==> config.mk <==
export PLATFORM = sky130hd
export DESIGN_NAME = decode_stage_flat
export DESIGN_NICKNAME = d
export VERILOG_FILES = /design/src/rtl/decode_stage_if.sv /design/src/rtl/decode_stage.sv /design/src/flat_wrapper.sv
export SDC_FILE = /design/constraint.sdc
export NUM_CORES = 1
export LEC_CHECK = 0
export ABC_AREA = 1
export CORE_ASPECT_RATIO = 1.2
export CORE_MARGIN = 2
export CORE_UTILIZATION = 45
export CTS_CLUSTER_DIAMETER = 100
export CTS_CLUSTER_SIZE = 12
export DETAILED_ROUTE_END_ITERATION = 8
export PLACE_DENSITY = 0.91
export REMOVE_ABC_BUFFERS = 1
export SLEW_MARGIN = 5
export SYNTH_ARGS = -nofsm -noshare
export SYNTH_HDL_FRONTEND = slang
export SYNTH_SLANG_ARGS = --single-unit
==> constraint.sdc <==
create_clock -name clk -period 6.54 [get_ports clk]
set_input_delay 0.654 -clock clk [delete_from_list [all_inputs] [get_ports clk]]
set_output_delay 0.654 -clock clk [all_outputs]
set_load 0.05 [all_outputs]
==> src/rtl/decode_stage_if.sv <==
// Bus bundle for the decode stage: fetch handshake, register file read port
// and the ID/EX register outputs.
//   slave  : decode stage view (consumes fetch/regfile/control, drives ID/EX)
//   master : environment view (fetch unit, register file, execute stage)
interface decode_stage_if #(
    parameter int unsigned DW = 32,
    parameter int unsigned AW = 5
);
    // fetch side
    logic          if_valid;
    logic [DW-1:0] if_instr;
    logic [DW-1:0] if_pc;
    logic          if_ready;
    // pipeline control
    logic          flush;
    logic          ex_stall;
    // register file read port
    logic [AW-1:0] r_reg1;
    logic [AW-1:0] r_reg2;
    logic [DW-1:0] r_data1;
    logic [DW-1:0] r_data2;
    // ID/EX register
    logic          ex_valid;
    logic [DW-1:0] ex_pc;
    logic [DW-1:0] ex_rd1;
    logic [DW-1:0] ex_rd2;
    logic [DW-1:0] ex_imm;
    logic [AW-1:0] ex_wreg;
    logic [5:0]    ex_funct;
    logic          ex_reg_write;
    logic          ex_mem_read;
    logic          ex_mem_write;
    logic          ex_alu_src;
    logic          ex_branch;

    modport slave (
        input  if_valid, if_instr, if_pc, flush, ex_stall, r_data1, r_data2,
        output if_ready, r_reg1, r_reg2,
        output ex_valid, ex_pc, ex_rd1, ex_rd2, ex_imm, ex_wreg, ex_funct,
        output ex_reg_write, ex_mem_read, ex_mem_write, ex_alu_src, ex_branch
    );

    modport master (
        output if_valid, if_instr, if_pc, flush, ex_stall, r_data1, r_data2,
        input  if_ready, r_reg1, r_reg2,
        input  ex_valid, ex_pc, ex_rd1, ex_rd2, ex_imm, ex_wreg, ex_funct,
        input  ex_reg_write, ex_mem_read, ex_mem_write, ex_alu_src, ex_branch
    );
endinterface

==> src/rtl/decode_stage.sv <==
// Instruction-decode pipeline stage: IF/ID register, field decode, register
// file addressing, load-use hazard bubble insertion and the ID/EX register.
// Ports:
//   clk   - rising-edge clock
//   reset - asynchronous active-high reset
//   bus   - decode_stage_if.slave (fetch handshake, regfile read, ID/EX outputs)
module decode_stage #(
    parameter int unsigned DW = 32,
    parameter int unsigned AW = 5
) (
    input  logic           clk,
    input  logic           reset,
    decode_stage_if.slave  bus
);
    localparam int unsigned OPW = 6;
    localparam int unsigned IMW = 16;

    localparam logic [OPW-1:0] OP_RTYPE = 6'h00;
    localparam logic [OPW-1:0] OP_ADDI  = 6'h08;
    localparam logic [OPW-1:0] OP_LW    = 6'h23;
    localparam logic [OPW-1:0] OP_SW    = 6'h2B;
    localparam logic [OPW-1:0] OP_BEQ   = 6'h04;

    // IF/ID register
    logic          ifid_valid;
    logic [DW-1:0] ifid_instr;
    logic [DW-1:0] ifid_pc;

    // instruction fields
    logic [OPW-1:0] op;
    logic [AW-1:0]  rs;
    logic [AW-1:0]  rt;
    logic [AW-1:0]  rd;
    logic [DW-1:0]  imm;

    // decoded controls
    logic          dec_reg_write;
    logic          dec_mem_read;
    logic          dec_mem_write;
    logic          dec_alu_src;
    logic          dec_branch;
    logic          dec_uses_rt;
    logic [AW-1:0] dec_wreg;
    logic          dec_wr_eff;

    logic hz;
    logic advance;

    assign op  = ifid_instr[31:26];
    assign rs  = AW'(ifid_instr[25:21]);
    assign rt  = AW'(ifid_instr[20:16]);
    assign rd  = AW'(ifid_instr[15:11]);
    assign imm = {{(DW-IMW){ifid_instr[IMW-1]}}, ifid_instr[IMW-1:0]};

    // Opcode decode; unknown opcodes fall through as NOPs.
    always_comb begin
        dec_reg_write = 1'b0;
        dec_mem_read  = 1'b0;
        dec_mem_write = 1'b0;
        dec_alu_src   = 1'b0;
        dec_branch    = 1'b0;
        dec_uses_rt   = 1'b0;
        dec_wreg      = '0;
        case (op)
            OP_RTYPE: begin
                dec_reg_write = 1'b1;
                dec_uses_rt   = 1'b1;
                dec_wreg      = rd;
            end
            OP_ADDI: begin
                dec_reg_write = 1'b1;
                dec_alu_src   = 1'b1;
                dec_wreg      = rt;
            end
            OP_LW: begin
                dec_reg_write = 1'b1;
                dec_mem_read  = 1'b1;
                dec_alu_src   = 1'b1;
                dec_wreg      = rt;
            end
            OP_SW: begin
                dec_mem_write = 1'b1;
                dec_alu_src   = 1'b1;
                dec_uses_rt   = 1'b1;
            end
            OP_BEQ: begin
                dec_branch    = 1'b1;
                dec_uses_rt   = 1'b1;
            end
            default: ;
        endcase
    end

    // r0 is hardwired zero, so a write to it is dropped here.
    assign dec_wr_eff = dec_reg_write & (dec_wreg != '0);

    // Register file addresses come straight from IF/ID; idle reads use r0.
    assign bus.r_reg1 = ifid_valid ? rs : '0;
    assign bus.r_reg2 = ifid_valid ? rt : '0;

    // Load in ID/EX whose result the IF/ID instruction needs: one bubble.
    assign hz = bus.ex_valid & bus.ex_mem_read & (bus.ex_wreg != '0) & ifid_valid &
                ((bus.ex_wreg == rs) | ((bus.ex_wreg == rt) & dec_uses_rt));

    assign advance     = ~bus.ex_stall & ~hz;
    assign bus.if_ready = advance;

    // IF/ID and ID/EX registers: reset > flush > stall > hazard > advance.
    always_ff @(posedge clk or posedge reset) begin
        if (reset) begin
            ifid_valid       <= 1'b0;
            ifid_instr       <= '0;
            ifid_pc          <= '0;
            bus.ex_valid     <= 1'b0;
            bus.ex_pc        <= '0;
            bus.ex_rd1       <= '0;
            bus.ex_rd2       <= '0;
            bus.ex_imm       <= '0;
            bus.ex_wreg      <= '0;
            bus.ex_funct     <= '0;
            bus.ex_reg_write <= 1'b0;
            bus.ex_mem_read  <= 1'b0;
            bus.ex_mem_write <= 1'b0;
            bus.ex_alu_src   <= 1'b0;
            bus.ex_branch    <= 1'b0;
        end else if (bus.flush) begin
            ifid_valid   <= 1'b0;
            bus.ex_valid <= 1'b0;
        end else if (bus.ex_stall) begin
            // hold everything
        end else if (hz) begin
            // bubble into ID/EX; IF/ID keeps the dependent instruction
            bus.ex_valid     <= 1'b0;
            bus.ex_reg_write <= 1'b0;
            bus.ex_mem_read  <= 1'b0;
            bus.ex_mem_write <= 1'b0;
            bus.ex_alu_src   <= 1'b0;
            bus.ex_branch    <= 1'b0;
        end else begin
            bus.ex_valid     <= ifid_valid;
            bus.ex_pc        <= ifid_pc;
            bus.ex_rd1       <= bus.r_data1;
            bus.ex_rd2       <= bus.r_data2;
            bus.ex_imm       <= imm;
            bus.ex_wreg      <= dec_wreg;
            bus.ex_funct     <= ifid_instr[5:0];
            bus.ex_reg_write <= ifid_valid & dec_wr_eff;
            bus.ex_mem_read  <= ifid_valid & dec_mem_read;
            bus.ex_mem_write <= ifid_valid & dec_mem_write;
            bus.ex_alu_src   <= ifid_valid & dec_alu_src;
            bus.ex_branch    <= ifid_valid & dec_branch;
            ifid_valid       <= bus.if_valid;
            if (bus.if_valid) begin
                ifid_instr <= bus.if_instr;
                ifid_pc    <= bus.if_pc;
            end
        end
    end
endmodule

==> src/flat_wrapper.sv <==
// flat-port wrapper written by rule: the top's interface ports become plain ports
module decode_stage_flat 
#(
    parameter int unsigned DW = 32,
    parameter int unsigned AW = 5
)
  (clk, reset, bus_if_valid, bus_if_instr, bus_if_pc, bus_flush, bus_ex_stall, bus_r_data1, bus_r_data2, bus_if_ready, bus_r_reg1, bus_r_reg2, bus_ex_valid, bus_ex_pc, bus_ex_rd1, bus_ex_rd2, bus_ex_imm, bus_ex_wreg, bus_ex_funct, bus_ex_reg_write, bus_ex_mem_read, bus_ex_mem_write, bus_ex_alu_src, bus_ex_branch);
  decode_stage_if #(.DW(DW), .AW(AW)) bus_i ();
  input  logic clk;
  input  logic reset;
  input wire logic [$bits(bus_i.if_valid)-1:0] bus_if_valid;
  input wire logic [$bits(bus_i.if_instr)-1:0] bus_if_instr;
  input wire logic [$bits(bus_i.if_pc)-1:0] bus_if_pc;
  input wire logic [$bits(bus_i.flush)-1:0] bus_flush;
  input wire logic [$bits(bus_i.ex_stall)-1:0] bus_ex_stall;
  input wire logic [$bits(bus_i.r_data1)-1:0] bus_r_data1;
  input wire logic [$bits(bus_i.r_data2)-1:0] bus_r_data2;
  output wire logic [$bits(bus_i.if_ready)-1:0] bus_if_ready;
  output wire logic [$bits(bus_i.r_reg1)-1:0] bus_r_reg1;
  output wire logic [$bits(bus_i.r_reg2)-1:0] bus_r_reg2;
  output wire logic [$bits(bus_i.ex_valid)-1:0] bus_ex_valid;
  output wire logic [$bits(bus_i.ex_pc)-1:0] bus_ex_pc;
  output wire logic [$bits(bus_i.ex_rd1)-1:0] bus_ex_rd1;
  output wire logic [$bits(bus_i.ex_rd2)-1:0] bus_ex_rd2;
  output wire logic [$bits(bus_i.ex_imm)-1:0] bus_ex_imm;
  output wire logic [$bits(bus_i.ex_wreg)-1:0] bus_ex_wreg;
  output wire logic [$bits(bus_i.ex_funct)-1:0] bus_ex_funct;
  output wire logic [$bits(bus_i.ex_reg_write)-1:0] bus_ex_reg_write;
  output wire logic [$bits(bus_i.ex_mem_read)-1:0] bus_ex_mem_read;
  output wire logic [$bits(bus_i.ex_mem_write)-1:0] bus_ex_mem_write;
  output wire logic [$bits(bus_i.ex_alu_src)-1:0] bus_ex_alu_src;
  output wire logic [$bits(bus_i.ex_branch)-1:0] bus_ex_branch;
  assign bus_i.if_valid = bus_if_valid;
  assign bus_i.if_instr = bus_if_instr;
  assign bus_i.if_pc = bus_if_pc;
  assign bus_i.flush = bus_flush;
  assign bus_i.ex_stall = bus_ex_stall;
  assign bus_i.r_data1 = bus_r_data1;
  assign bus_i.r_data2 = bus_r_data2;
  assign bus_if_ready = bus_i.if_ready;
  assign bus_r_reg1 = bus_i.r_reg1;
  assign bus_r_reg2 = bus_i.r_reg2;
  assign bus_ex_valid = bus_i.ex_valid;
  assign bus_ex_pc = bus_i.ex_pc;
  assign bus_ex_rd1 = bus_i.ex_rd1;
  assign bus_ex_rd2 = bus_i.ex_rd2;
  assign bus_ex_imm = bus_i.ex_imm;
  assign bus_ex_wreg = bus_i.ex_wreg;
  assign bus_ex_funct = bus_i.ex_funct;
  assign bus_ex_reg_write = bus_i.ex_reg_write;
  assign bus_ex_mem_read = bus_i.ex_mem_read;
  assign bus_ex_mem_write = bus_i.ex_mem_write;
  assign bus_ex_alu_src = bus_i.ex_alu_src;
  assign bus_ex_branch = bus_i.ex_branch;
  decode_stage #(.DW(DW), .AW(AW)) u_core (.clk(clk), .reset(reset), .bus(bus_i));
endmodule
==> metrics.csv <==
stage;metric;value;unit
sta;hold violation count in the final report;0;
setup_path;most frequent cell on the critical path;nand2_1;
synth;count of yosys warnings during synthesis;0;
synth;share of the synthesized netlist area taken by xor and xnor gates;0.8677;%
status;result of the run;finished, final reports clean;
global_routing;number of antenna violations at the first check in global routing;2;
power;pwr/cell area;315.8;nW/um^2
detailed_routing;number of DRC violations after detailed-routing iteration 0;610;
sta;final period demand of the worst path;3.611;ns
hold_path;HP Class;reg2reg;
global_routing;met2 demand-to-capacity share in global routing;38.20;%
synth;arithmetic-cell share of the synthesized area counting full adders, half adders and majority gates;0;%
finish;relative area change from synthesis to final layout;40.90;%
clocking;total clock sinks;188;
place;port buffer count;288;
setup_path;maximum fanout count along the critical path;93;
setup_path;delay-heaviest family, CP;simple AND/OR/NAND/NOR gates;
floorplan;die width;126.3;um
power;worst supply voltage drop on vdd;0.1590;mV
setup_path;startpoint type of the worst setup path;flop;
sta;minimum hold slack;0.4706;ns
global_routing;Global Route Usage Sum;23.23;%
floorplan;number of I/O pins;289;
synth;post-synthesis share of cell area spent on and, or, nand and nor gates;31.58;%
clocking;number of buffers inserted to repair setup after CTS;0;
global_routing;via count of the first global-routing pass;6848;
clocking;Inserted Clock Buffers;17;
power;total power;0.003593;W
sta;Setup Total Neg Slack;0;ns
sta;Max Slew Vio Count;0;
power;static leakage power;5.593;nW
global_routing;highest-utilization routing layer at the global route stage;met2;
synth;combined area of all synthesized cells;8075;um^2
setup_path;data arrival time at the worst-slack endpoint;3.92;ns
finish;commonest non-fill, non-tap cells in the layout;nand2_1, clkdlybuf4s50_1, dfrtp_1;
sta;slew margin rel.;35.15;%
synth;sequential element share of the synthesized area;58.26;%
clocking;clock edge transition at the registers on the reported setup and hold paths;0.07;ns
setup_path;critical setup path kind;reg2reg;
global_routing;Global Route met1 Usage;29.83;%
detailed_routing;Detailed Route WL;22750;um
synth;Synth Area per Inst;8.711;um^2
setup_path;Worst path max stage delay;0.85;ns
place;DP HPWL;15260;um
setup_path;CP endpoint kind;flop;
place;gpl congestion;0.8543;
sta;share of the clock period used by the worst path after layout;55.22;%
clocking;depth of the CTS H-tree;4;
global_routing;wire length of the first global-routing pass;35330;um
sta;setup repair after global routing missed its margin;no;
sta;post-route clock skew;0.01586;ns
detailed_routing;total number of vias;7334;
detailed_routing;Remaining DRCs;0;
global_routing;Congestion Overflow GR;0;
setup_path;data required time at the worst endpoint;6.85;ns
setup_path;count of buffer and inverter cells on the critical path;2;
floorplan;effective utilization at floorplan;45.95;%
setup_path;setup slack of the most critical reg-to-reg path;2.93;ns
sta;final setup fails;0;
finish;proportion of layout cells with a drive suffix above 1;4.206;%
clocking;# resized after CTS;0;
finish;most common library cell in the layout ignoring fill and taps;nand2_1;
synth;area fraction in compound gates after synthesis;1.518;%
floorplan;Die ar.;19040;um^2
floorplan;Die Height;150.7;um
finish;final core utilization;64.75;%
synth;mux contribution to synthesized area;0;%
finish;Total Nets Final;1285;
setup_path;slowest cell on the critical path;nand3_4;
sta;actual slew at the worst max-slew pin;0.9728;ns
synth;distinct cell type count after synthesis;23;
detailed_routing;via density per instance;5.291;
detailed_routing;iteration count of the initial detailed-routing pass;5;
detailed_routing;number of nets with antenna violations after routing;0;
clocking;buffers from clock root to sink, at most;2;
floorplan;row cnt;53;
global_routing;GR Layer Usage met3;4.975;%
clocking;root buf cell;clkbuf_16;
synth;post-synthesis cell count;927;
flow_run;Max Cap Viol;0;
clocking;source-to-sink clock delay at the later pin of the worst-skew pair;0.43;ns
synth;dominant combinational cell family by area after synthesis;simple AND/OR/NAND/NOR gates;
floorplan;standard cell core area;17570;um^2
synth;FF+latch count, synth;188;
global_routing;largest net degree at the start of global routing;114;
clocking;CTS tree;built;
detailed_routing;average detailed-routed wire length per instance;16.41;um
sta;maximum achievable frequency;276.9;MHz
setup_path;list of cells traversed by the critical path;nand2_1 -> inv_1 -> nand3_1 -> nand2_1 -> nand2_1 -> o21ai_2 -> nand2_8 -> buf_4 -> nand3_4 -> nand2_1 -> nand2_1;
clocking;CTS hold repair buffers;0;
==> sequential cells by signal, indices dropped and copies added (netlist names) <==
register	cells
u_core.ifid_valid	1
u_core.bus.ex_rd2	32
u_core.bus.ex_rd1	32
u_core.bus.ex_valid	1
u_core.bus.ex_mem_write	1
u_core.bus.ex_branch	1
u_core.bus.ex_pc	32
u_core.bus.ex_wreg	5
u_core.bus.ex_imm	11
u_core.bus.ex_reg_write	1
u_core.bus.ex_mem_read	1
u_core.bus.ex_funct	5
u_core.ifid_instr	32
u_core.bus.ex_alu_src	1
u_core.ifid_pc	32
==> tightest hold or removal path: cells and delay by family (launching register included) <==
kind	cells	cell delay, ns
DFF	1	0.34
and+or+nand+nor	2	0.10
==> final timing paths <==
kind	startpoint	to	cells past startpoint
max reg2reg	u_core.ifid_instr[27]	u_core.ifid_instr[15]	11
min reg2reg	u_core.bus.ex_imm[8]	u_core.bus.ex_imm[8]	2
min	u_core.bus.ex_imm[8]	u_core.bus.ex_imm[8]	2
min in group asynchronous	reset	u_core.bus.ex_rd1[11]	2
max in group asynchronous	reset	u_core.ifid_pc[0]	3
max	u_core.ifid_instr[27]	u_core.ifid_instr[15]	11
==> routing by layer <==
layer	routed length, um	vias to the layer above
met2	11700	299
met4	849	2
li1	-	3428
met5	13	-
met1	8878	3544
met3	1303	61
==> cell usage after synthesis <==
master / instances / area (um^2)
a21oi_1: 3 / 15.01
a22oi_1: 2 / 15.01
a31oi_1: 1 / 6.260
buf_1: 9 / 33.78
buf_2: 25 / 125.1
buf_4: 28 / 210.2
buf_6: 6 / 67.56
clkbuf_1: 20 / 75.07
dfrtp_1: 188 / 4705
inv_1: 29 / 108.9
inv_2: 2 / 7.510
nand2_1: 381 / 1430
nand2_2: 2 / 12.51
nand3_1: 120 / 600.6
nand4_1: 66 / 412.9
nor2_1: 20 / 75.07
nor2_2: 3 / 18.77
o21ai_0: 7 / 35.03
o21ai_1: 1 / 5.000
o21ai_2: 1 / 8.760
o21bai_1: 5 / 37.54
xnor2_1: 4 / 35.03
xor2_1: 4 / 35.03
==> logic make-up after synthesis <==
family,Yosys count
flops,188
simple gates,592
xor+xnor,8
compound gates,20
buf+inv,119
==> power by group <==
group | internal [W] | switching [W]
logic | 0.000388 | 0.000755
registers | 0.00133 | 0.000122
clock network | 0.000512 | 0.000484
total | 0.00223 | 0.00136
==> final cells by class <==
class / instances / area (um^2)
fillers: 1397 / 6195
flip-flops and latches: 188 / 4705
repair buffers: 294 / 2923
multi-input cells: 620 / 2779
clock buffers: 18 / 439.2
well taps: 220 / 275.3
clock inverters: 14 / 131.4
inverters: 31 / 123.9
diodes: 1 / 2.502
==> per-stage QoR <==
step                area [um^2]  instances  setup slack [ns]
global route              11380       1385             2.682
global placement          10810       1353             3.149
CTS                       11380       1385             2.975
detailed placement        10810       1353             3.042
finish                    11380       1386             2.929
floorplan                  7564        839           -0.1412
(Power assumes the default switching activity.)
==> edit (same settings) <==
`AW` is set to 5 in 3 places; all go to 7.
--- a/src/rtl/decode_stage_if.sv
+++ b/src/rtl/decode_stage_if.sv
@@ -5,5 +5,5 @@
 interface decode_stage_if #(
     parameter int unsigned DW = 32,
-    parameter int unsigned AW = 5
+    parameter int unsigned AW = 7
 );
     // fetch side
--- a/src/rtl/decode_stage.sv
+++ b/src/rtl/decode_stage.sv
@@ -7,5 +7,5 @@
 module decode_stage #(
     parameter int unsigned DW = 32,
-    parameter int unsigned AW = 5
+    parameter int unsigned AW = 7
 ) (
     input  logic           clk,
--- a/src/flat_wrapper.sv
+++ b/src/flat_wrapper.sv
@@ -3,5 +3,5 @@
 #(
     parameter int unsigned DW = 32,
-    parameter int unsigned AW = 5
+    parameter int unsigned AW = 7
 )
   (clk, reset, bus_if_valid, bus_if_instr, bus_if_pc, bus_flush, bus_ex_stall, bus_r_data1, bus_r_data2, bus_if_ready, bus_r_reg1, bus_r_reg2, bus_ex_valid, bus_ex_pc, bus_ex_rd1, bus_ex_rd2, bus_ex_imm, bus_ex_wreg, bus_ex_funct, bus_ex_reg_write, bus_ex_mem_read, bus_ex_mem_write, bus_ex_alu_src, bus_ex_branch);
Interface: changed (resized bus_ex_wreg, bus_r_reg1 and bus_r_reg2); port bits go from 289 to 295. No check against the original RTL was run, so the function may have changed too.
==> edit against the original RTL <==
  * Die area up 1.0%
  * Clock skew about the same
  * Non-clock buffer count unchanged
  * Total power is 2.1% higher
  * Routed wire length rose by 1.9%
  * Synthesized cell count grew 0.76%
  * Sequential cell count did not move
  * Global-route usage increased by 0.14 points
  * Largest cell class unchanged
  * Design area rose by 0.37%
  * Final cell count up 0.36%
  * Setup slack got worse by 0.29 ns
  * Synthesized area up 1.1%
==> edit: results (changes against the original RTL) <==
- Share of layout cells above drive strength 1: 3.93% (-0.27 points)
- Status: finished clean
- Largest stage delay on the critical path: 0.70 ns (-0.15 ns)
- Dpl ws: 2.88 ns (-0.160 ns)
- Largest net degree at the start of global routing: 178 (+56%)
- Synth area leaders: dfrtp_1, nand2_1, nand3_1
- Worst path slowest cell: clkdlybuf4s50_1
- Crit path time final: 3.90 ns (+0.290 ns)
- WP data arrival: 3.25 ns (-0.67 ns)
- Commonest cells post-synth: nand2_1, dfrtp_1, nand3_1, nand4_1, buf_4
- Number of multi-input logic gates: 626 (+0.97%)
- Seq/Total Area, Yosys: 57.7% (-0.61 points)
- Final wirelength: 23.2 mm (+1.9%)
- Leakage power: 5.63 nW (+0.67%)
- Multi-input logic area: 0.00279 mm2 (+0.41%)
- Post-layout instance area: 0.0114 mm2 (+0.37%)
- Clk tree area frac: 5.27% (+0.26 points)
- Hold wc startpoint: u_core.bus.ex_rd2[15]
- Worst r2r src: u_core.ifid_instr[26]
- Worst Hold Path EP: u_core.bus.ex_rd2[15]
- Detailed Route Iter0 Violations: 572 (-6.2%)
- Worst clock skew: 0.0156 ns (-0.000278 ns)
- Mean post-synth cell area: 8.74 um2 (+0.30%)
- Placed cell count: 1,359 (+0.44%)
- FFs & Latches: 188 (unchanged)
- DP Wirelength: 15.1 mm (-1.1%)
- Post-synth cell types: 26 (+13%)
- Initial antenna violation count: 1 (-1)
- Proportion of synthesized area in mux cells: 0% (unchanged)
- Placer Congestion: 0.841 (-1.5%)
- Hold WS: 0.468 ns (-0.00242 ns)
- CP Capture Point: bus_if_ready
- Reg2Reg Capture Point: u_core.bus.ex_rd2[5]
- WL/cell: 16.7 um (+1.5%)
- Vias in the first global route: 7,102 (+3.7%)
- Fraction of cell area in non-clock buffers: 25.6% (-0.096 points)
- Maximum vdd drop: 0.000190 V (+19%)
- XOR/XNOR Fraction of Synth Area: 0.859% (-0.0090 points)
- Via count: 7,267 (-0.91%)
- GR Util All Layers: 23.4% (+0.14 points)
- Worst Setup SP: u_core.ifid_instr[26]
- Non-clk invs: 31 (unchanged)
- Rel. slew slack: 22.5% (-13 points)
==> edit: metal layers <==
metal	vias to the layer above	wire length (um)	share of wire, %	global-route usage (%)
li1	3423	-	-	-
met1	3533	9220	40	29.6
met2	256	12100	52	39.4
met3	55	1090	4.7	4.60
met4	0	763	3.3	10.2
met5	-	0	0	0
==> edit: kinds of logic after synthesis <==
family | after synthesis
buffers and inverters | 125
xor gates and xnor gates | 8
and+or+nand+nor | 592
AOI/OAI and AO/OA | 20
DFF | 188
other | 1
==> edit: critical path, delay by kind of cell, from the launching register on <==
family          cells  cell delay (ns)
flops               1             0.39
compound gates      1             0.31
simple gates        6             1.33
buf+inv             2             0.76
==> edit: power by group <==
group	switching, mW	internal, mW
Combinational	0.761	0.387
Sequential	0.125	1.33
Clock	0.447	0.615
